### config.mk
export PLATFORM = sky130hd
export DESIGN_NAME = serial_sub_8b
export DESIGN_NICKNAME = d
export VERILOG_FILES = /design/src/rtl/serial_sub_pkg.sv /design/src/rtl/full_sub_1b.sv /design/src/rtl/serial_sub_8b.sv
export SDC_FILE = /design/constraint.sdc
export NUM_CORES = 1
export LEC_CHECK = 0
export BUFFER_PORTS_ARGS = -buffer_cell sky130_fd_sc_hd__buf_2
export CAP_MARGIN = 20
export CORE_UTILIZATION = 58
export DETAILED_ROUTE_END_ITERATION = 8
export GPL_ROUTABILITY_DRIVEN = 0
export GPL_TIMING_DRIVEN = 0
export PLACE_DENSITY = 0.91
export RECOVER_POWER = 100
export SLEW_MARGIN = 20
export SYNTH_ARGS = -nofsm -noshare
export SYNTH_HDL_FRONTEND = slang
export SYNTH_HIERARCHICAL = 1
export SYNTH_SLANG_ARGS = --single-unit
### constraint.sdc
create_clock -name clk -period 4.4 [get_ports clk]
set_input_delay 0.66 -clock clk [delete_from_list [all_inputs] [get_ports clk]]
set_output_delay 0.66 -clock clk [all_outputs]
set_load 0.02 [all_outputs]
### src/rtl/serial_sub_pkg.sv
// rtl/serial_sub_pkg.sv - shared types and sizing helpers for the bit-serial subtractor
package serial_sub_pkg;

  localparam int SUB_WIDTH_DEFAULT = 8;

  typedef enum logic {
    IDLE = 1'b0,
    RUN  = 1'b1
  } state_t;

  // Bit-counter width; a 1-bit floor keeps the smallest legal WIDTH usable.
  function automatic int cnt_width(input int w);
    return (w <= 2) ? 1 : $clog2(w);
  endfunction

endpackage

### src/rtl/full_sub_1b.sv
// rtl/full_sub_1b.sv - combinational 1-bit full subtractor cell
module full_sub_1b (
  input  logic a,
  input  logic b,
  input  logic bin,
  output logic d,
  output logic bout
);

  // Difference bit and borrow-out of a - b - bin.
  always_comb begin
    d    = a ^ b ^ bin;
    bout = (~a & b) | (~(a ^ b) & bin);
  end

endmodule

### src/rtl/serial_sub_8b.sv
// rtl/serial_sub_8b.sv - bit-serial ripple-borrow subtractor, LSB first; SUB_OVF_EN adds signed overflow
module serial_sub_8b
  import serial_sub_pkg::*;
#(
  parameter int WIDTH = SUB_WIDTH_DEFAULT
) (
  input  logic             clk,
  input  logic             rst,
  input  logic             start,
  input  logic [WIDTH-1:0] a,
  input  logic [WIDTH-1:0] b,
  input  logic             bin,
  output logic             busy,
  output logic             done,
  output logic [WIDTH-1:0] diff,
  output logic             bout
`ifdef SUB_OVF_EN
  ,
  output logic             ovf
`endif
);

  localparam int            CW       = cnt_width(WIDTH);
  localparam logic [CW-1:0] CNT_LAST = CW'(WIDTH - 1);

  state_t           state;
  state_t           state_next;
  logic [WIDTH-1:0] a_sh;
  logic [WIDTH-1:0] b_sh;
  logic             br;
  logic [WIDTH-2:0] d_sh;
  logic [CW-1:0]    cnt;
  logic             d;
  logic             br_next;
  logic             last;
  logic [WIDTH-1:0] d_cat;
`ifdef SUB_OVF_EN
  logic             a_msb;
  logic             b_msb;
`endif

  full_sub_1b u_cell (
    .a    (a_sh[0]),
    .b    (b_sh[0]),
    .bin  (br),
    .d    (d),
    .bout (br_next)
  );

  // d_sh holds the WIDTH-1 finished low bits; the bit being computed completes the word.
  assign d_cat = {d, d_sh};
  assign last  = (state == RUN) && (cnt == CNT_LAST);
  assign busy  = (state == RUN);

  // State register.
  always_ff @(posedge clk or posedge rst) begin
    if (rst) begin
      state <= IDLE;
    end else begin
      state <= state_next;
    end
  end

  // Next state: accept only from IDLE, leave RUN after the top bit.
  always_comb begin
    state_next = state;
    case (state)
      IDLE:    if (start) state_next = RUN;
      RUN:     if (cnt == CNT_LAST) state_next = IDLE;
      default: state_next = IDLE;
    endcase
  end

  // Operand capture, one bit per cycle through the cell, result publish on the final bit.
  always_ff @(posedge clk or posedge rst) begin
    if (rst) begin
      a_sh  <= '0;
      b_sh  <= '0;
      br    <= 1'b0;
      d_sh  <= '0;
      cnt   <= '0;
      done  <= 1'b0;
      diff  <= '0;
      bout  <= 1'b0;
`ifdef SUB_OVF_EN
      a_msb <= 1'b0;
      b_msb <= 1'b0;
      ovf   <= 1'b0;
`endif
    end else begin
      done <= 1'b0;
      if (state == IDLE) begin
        if (start) begin
          a_sh  <= a;
          b_sh  <= b;
          br    <= bin;
          cnt   <= '0;
`ifdef SUB_OVF_EN
          a_msb <= a[WIDTH-1];
          b_msb <= b[WIDTH-1];
`endif
        end
      end else begin
        a_sh <= {1'b0, a_sh[WIDTH-1:1]};
        b_sh <= {1'b0, b_sh[WIDTH-1:1]};
        br   <= br_next;
        d_sh <= d_cat[WIDTH-1:1];
        if (last) begin
          diff <= d_cat;
          bout <= br_next;
          done <= 1'b1;
`ifdef SUB_OVF_EN
          ovf  <= (a_msb != b_msb) && (d != a_msb);
`endif
        end else begin
          cnt <= cnt + CW'(1);
        end
      end
    end
  end

endmodule

# After elaboration in Yosys (flattened, before gate mapping)
# Index checks and enable logic that the tools add are counted.
[classes]
n_mux = 14
multipliers = 0
add_sub_neg = 1
shift = 0
reduce_logical = 4
eq_ne = 2
bitwise = 8
n_div = 0
n_lt_le_gt_ge = 0
[ops]
columns = ["operator", "count"]
rows = [
  ["two-way mux 8 bit", 4],
  ["two-way mux 3 bit", 3],
  ["two-way mux 1 bit", 6],
  ["AND reduction 2 bit", 2],
  ["adder 3 x 1 -> 3 bit (second input constant)", 1],
  ["== test 3 bit (second input constant)", 1],
  ["inverter 1 bit", 3],
  ["bitwise AND 1 bit", 2],
  ["!= test 2 bit (second input constant)", 1],
  ["one-hot mux 1 bit (2 select lines)", 1],
  ["nonzero test 2 bit", 1],
  ["bitwise XOR 1 bit", 2],
  ["logical AND 1 bit", 1],
  ["bitwise OR 1 bit", 1],
]
[word_totals]
romBits = 0
latch_bits = 0
n_memories = 0
wordCells = 38
output_inout_bits = 11
register_bits = 38
inputBits = 20
ram_bits = 0

# Depth between registers and ports, before layout
[logic_depth]
ltp_word = 5
depth_mapped = 5

# Hierarchy
# The synthesis kept the hierarchy.
[by_module_without_submodules]
columns = ["module", "cells_each", "area_per_inst_um2", "instances"]
rows = [
  ["serial_sub_8b", 126, 1656.6, 1],
  ["full_sub_1b", 4, 31.3, 1],
]

# Worst setup path before layout
# Ideal clock, no wire load.
[synth_timing]
path_kind = "register to register"
from = "register cnt[0]"
to = "register diff[7]"
synth_period_minus_slack_ps = 1441
stages_incl_launch_ff = 5
setup_time_ps = 125
slack_ps = 2959
t_arrival_ps = 1316
cell_sequence = "dfrtp_1 ha_1 ha_1 nand2_4 mux2_4"
[synth_between]
elab_chain_cells = 3
[synth_lines]
columns = ["item", "line", "rtl"]
rows = [
  ["start: declaration", "serial_sub_8b.sv:32", "logic [CW-1:0] cnt;"],
  ["start signal: assignment", "serial_sub_8b.sv:116", "cnt <= cnt + CW'(1);"],
  ["== test 3 bit", "serial_sub_8b.sv:52", "assign last = (state == RUN) && (cnt == CNT_LAST);"],
  ["logical AND 1 bit", "serial_sub_8b.sv:52", ""],
  ["AND reduction 2 bit (no source line)", "--", ""],
  ["end signal: assignment", "serial_sub_8b.sv:109", "diff <= d_cat;"],
  ["end: declaration", "serial_sub_8b.sv:15", "output logic [WIDTH-1:0] diff,"],
]
# No other way between the ends.
# A chain may end at the register's enable or synchronous reset.

# Worst setup path after layout
[layout_timing]
from = "register cnt[0]"
to = "register diff[5]"
# Same word-level chain as after synthesis.

==> metrics.txt <==
slowest CP cell=dfrtp_1; post-synthesis register bit count=38; cell row count=19; crit path cell chain=ha_1 -> ha_1 -> nand2_1 -> mux2_1; most used cell, CP=ha_1; number of enable flip-flop cells after synthesis=0; critical-path maximum fanout=10; Core Region=2760 µm²; via/cell ratio=5.42; # clock sinks=38; setup bufs post-CTS=0; first drt pass iteration count=4; fin crit share=38.9%; Max Slew Vio Count=0; worst rel slew slack=9.84%; fin crit period=1.71 ns; H-Tree Depth=2; Worst Path Required=4.63 ns; pwr dens=653 nW/µm²; Finish-stage setup viols=0; most frequent cell after synthesis=dfrtp_1; post-route ant nets=0; Top delay family on crit path=adder cells; Bufs and invs on worst path=0; first-pass GRT wire length=5150 µm; initial antenna violation count=0; vias in the first global route=1136; Die H=55.9 µm; Area Growth Syn to Fin=10.7%; CTS Buf Count=5; status=finished clean; top area cells in the synthesized netlist=dfrtp_1, mux2i_1, mux2_4; clock root cell=clkbuf_4; reg2reg start=cnt[0]$_DFFE_PP0P_; post-synth top area share=56.3%; Fmax achieved=584 MHz; CTS tree=yes; critical path depth=4; post-synthesis instance total=130; GRT Util Overall=22.1%; number of max-cap violations=0; Syn Nets=153; Worst Setup SP=cnt[0]$_DFFE_PP0P_; Nets=190; Avg Cell Area, Syn=13.0 µm²; cts-stage hold buffer count=0; max incr delay on CP=0.42 ns; Die Wd=55.9 µm; Hold Crit Class=reg2reg; crit path to=diff[5]$_DFFE_PP0P_; critical path launch point type=flip-flop; Post-synth ARST share=100%; kind of critical path=reg2reg; post-cts gate resize count=0; Max Buffers Root-to-Sink=2; final WL=2950 µm; cells on worst reg2reg path=4; hpwl dp=2140 µm; diodes inserted=0; worst ir drop on vdd=0.426 mV; total number of vias=1078; Core Util, Final=67.7%; worst-margin pin slew=1.35 ns; Worst Clk Skew=0.0128 ns; total negative slack=0 ns; largest net degree at the start of global routing=39; synth unique cells=20; Clock transition at path regs=0.12 ns; critical path capture point type=flip-flop; share of cells above drive strength 1=17.3%; CP arrival=1.94 ns; leakage dissipation=0.000898 µW; Syn. warnings=6; drt drc=0; I/O Pins=31; Overflow after GRT=0; register area share after synthesis=56.3%; Worst-Skew Late Latency=0.34 ns; die footprint=3130 µm²; reg-to-reg slack, setup=2.69 ns; RR Endpoint=diff[5]$_DFFE_PP0P_; drt first-iter violations=9; initial core utilization=61.2%; drt wl/cell=14.8 µm; post-synth top area cell=dfrtp_1; Top FF cell, synth=dfrtp_1; Port Buf Inserts=30; RSZ-0062 raised after global routing=false; final hold viol count=0; synthesized area=1690 µm²; top cells by instance count after synthesis=dfrtp_1, mux2i_1, nand2_1, o21ai_1, mux2_4
[worst register-to-register path, delay by kind of cell, from the launching register on]
| kind | cells | cell delay [ns] |
|---|---|---|
| AND/OR/NAND/NOR | 1 | 0.36 |
| adder cells (fa/ha/maj) | 2 | 0.46 |
| flip-flops | 1 | 0.42 |
| multiplexers | 1 | 0.38 |
[how the worst min path moves through the flow]
| stage | from | to | slack (ns) | cells past startpoint |
|---|---|---|---|---|
| global route | diff[7]$_DFFE_PP0P_ | diff[7]$_DFFE_PP0P_ | 0.53 | 1 |
| finish | a_sh[4]$_DFFE_PP0P_ | a_sh[3]$_DFFE_PP0P_ | 0.49 | 2 |
| global placement | b_sh[1]$_DFFE_PP0P_ | b_sh[0]$_DFFE_PP0P_ | 0.47 | 2 |
| CTS | rst | diff[3]$_DFFE_PP0P_ | 0.46 | 2 |
| detailed placement | b_sh[7]$_DFFE_PP0P_ | b_sh[6]$_DFFE_PP0P_ | 0.48 | 2 |
| floorplan | a_sh[4]$_DFFE_PP0P_ | a_sh[3]$_DFFE_PP0P_ | 0.45 | 2 |
[flip-flops by register name, indices dropped and copies added, names as in the netlist]
signal,cells
a_sh,8
b_sh,8
diff,8
d_sh,7
cnt,3
bout,1
br,1
busy,1
done,1
[placed cells by master, fill, tap and decap left out]
| cell | n |
|---|---|
| nand2b_1 | 3 |
| nand2_1 | 17 |
| ha_1 | 2 |
| clkinv_2 | 1 |
| clkbuf_4 | 5 |
| nor3b_1 | 1 |
| inv_1 | 5 |
| buf_2 | 20 |
| a32o_1 | 1 |
| nor2b_1 | 1 |
| buf_6 | 2 |
| clkbuf_1 | 16 |
| fa_1 | 1 |
| dfrtp_1 | 38 |
| mux2i_1 | 19 |
| mux2_1 | 16 |
| a21o_1 | 1 |
| o21ai_0 | 13 |
| nor2_1 | 2 |
| clkbuf_8 | 1 |
| o21ai_1 | 2 |
| xnor2_1 | 1 |
[per-layer routing]
layer | wire length, µm | vias up | GRT usage [%]
met4 | 18 | 0 | 8.36
met3 | 147 | 2 | 7.44
met1 | 1220 | 532 | 24.2
li1 | - | 514 | -
met5 | 0 | - | 0
met2 | 1560 | 30 | 39.4
[stage by stage]
stage | worst slack, ns | hold slack (ns) | total power [µW] | instances | area (µm²)
5_1_grt | 2.58 | 0.526 | 1310 | 199 | 1870
3_5_place_dp | 2.87 | 0.481 | 1130 | 191 | 1880
4_1_cts | 2.82 | 0.457 | 1310 | 199 | 1940
6_report | 2.69 | 0.494 | 1220 | 199 | 1870
2_1_floorplan | 2.88 | 0.455 | 978 | 130 | 1690
3_3_place_gp | 2.49 | 0.468 | 1080 | 191 | 1880
[cell families after synthesis]
| logic type | count (synthesis) | share of synthesized area, % |
|---|---|---|
| AO/OA/AOI/OAI | 17 | 5.49 |
| buffers and inverters | 12 | 4.45 |
| adder cells (fa/ha/maj) | 3 | 2.67 |
| multiplexers | 35 | 23.9 |
| flip-flops | 38 | 56.3 |
| AND/OR/NAND/NOR | 24 | 6.60 |
| XOR/XNOR | 1 | 0.519 |
[where the power goes]
group | switching (µW) | internal (µW) | total, µW
sequential | 91.4 | 504 | 596
clock | 111 | 77.5 | 188
combinational | 250 | 185 | 435
[area by class of cell]
| class | instances | area, µm² |
|---|---|---|
| Clock inverter | 1 | 5.00 |
| Fill cell | 219 | 890 |
| Inverter | 5 | 18.8 |
| Tap cell | 31 | 38.8 |
| Sequential cell | 38 | 951 |
| Buffer | 7 | 42.5 |
| Clock buffer | 7 | 55.1 |
| Multi-Input combinational cell | 80 | 621 |
| Timing Repair Buffer | 30 | 136 |
Note: power is estimated with default switching activity, not from simulation.
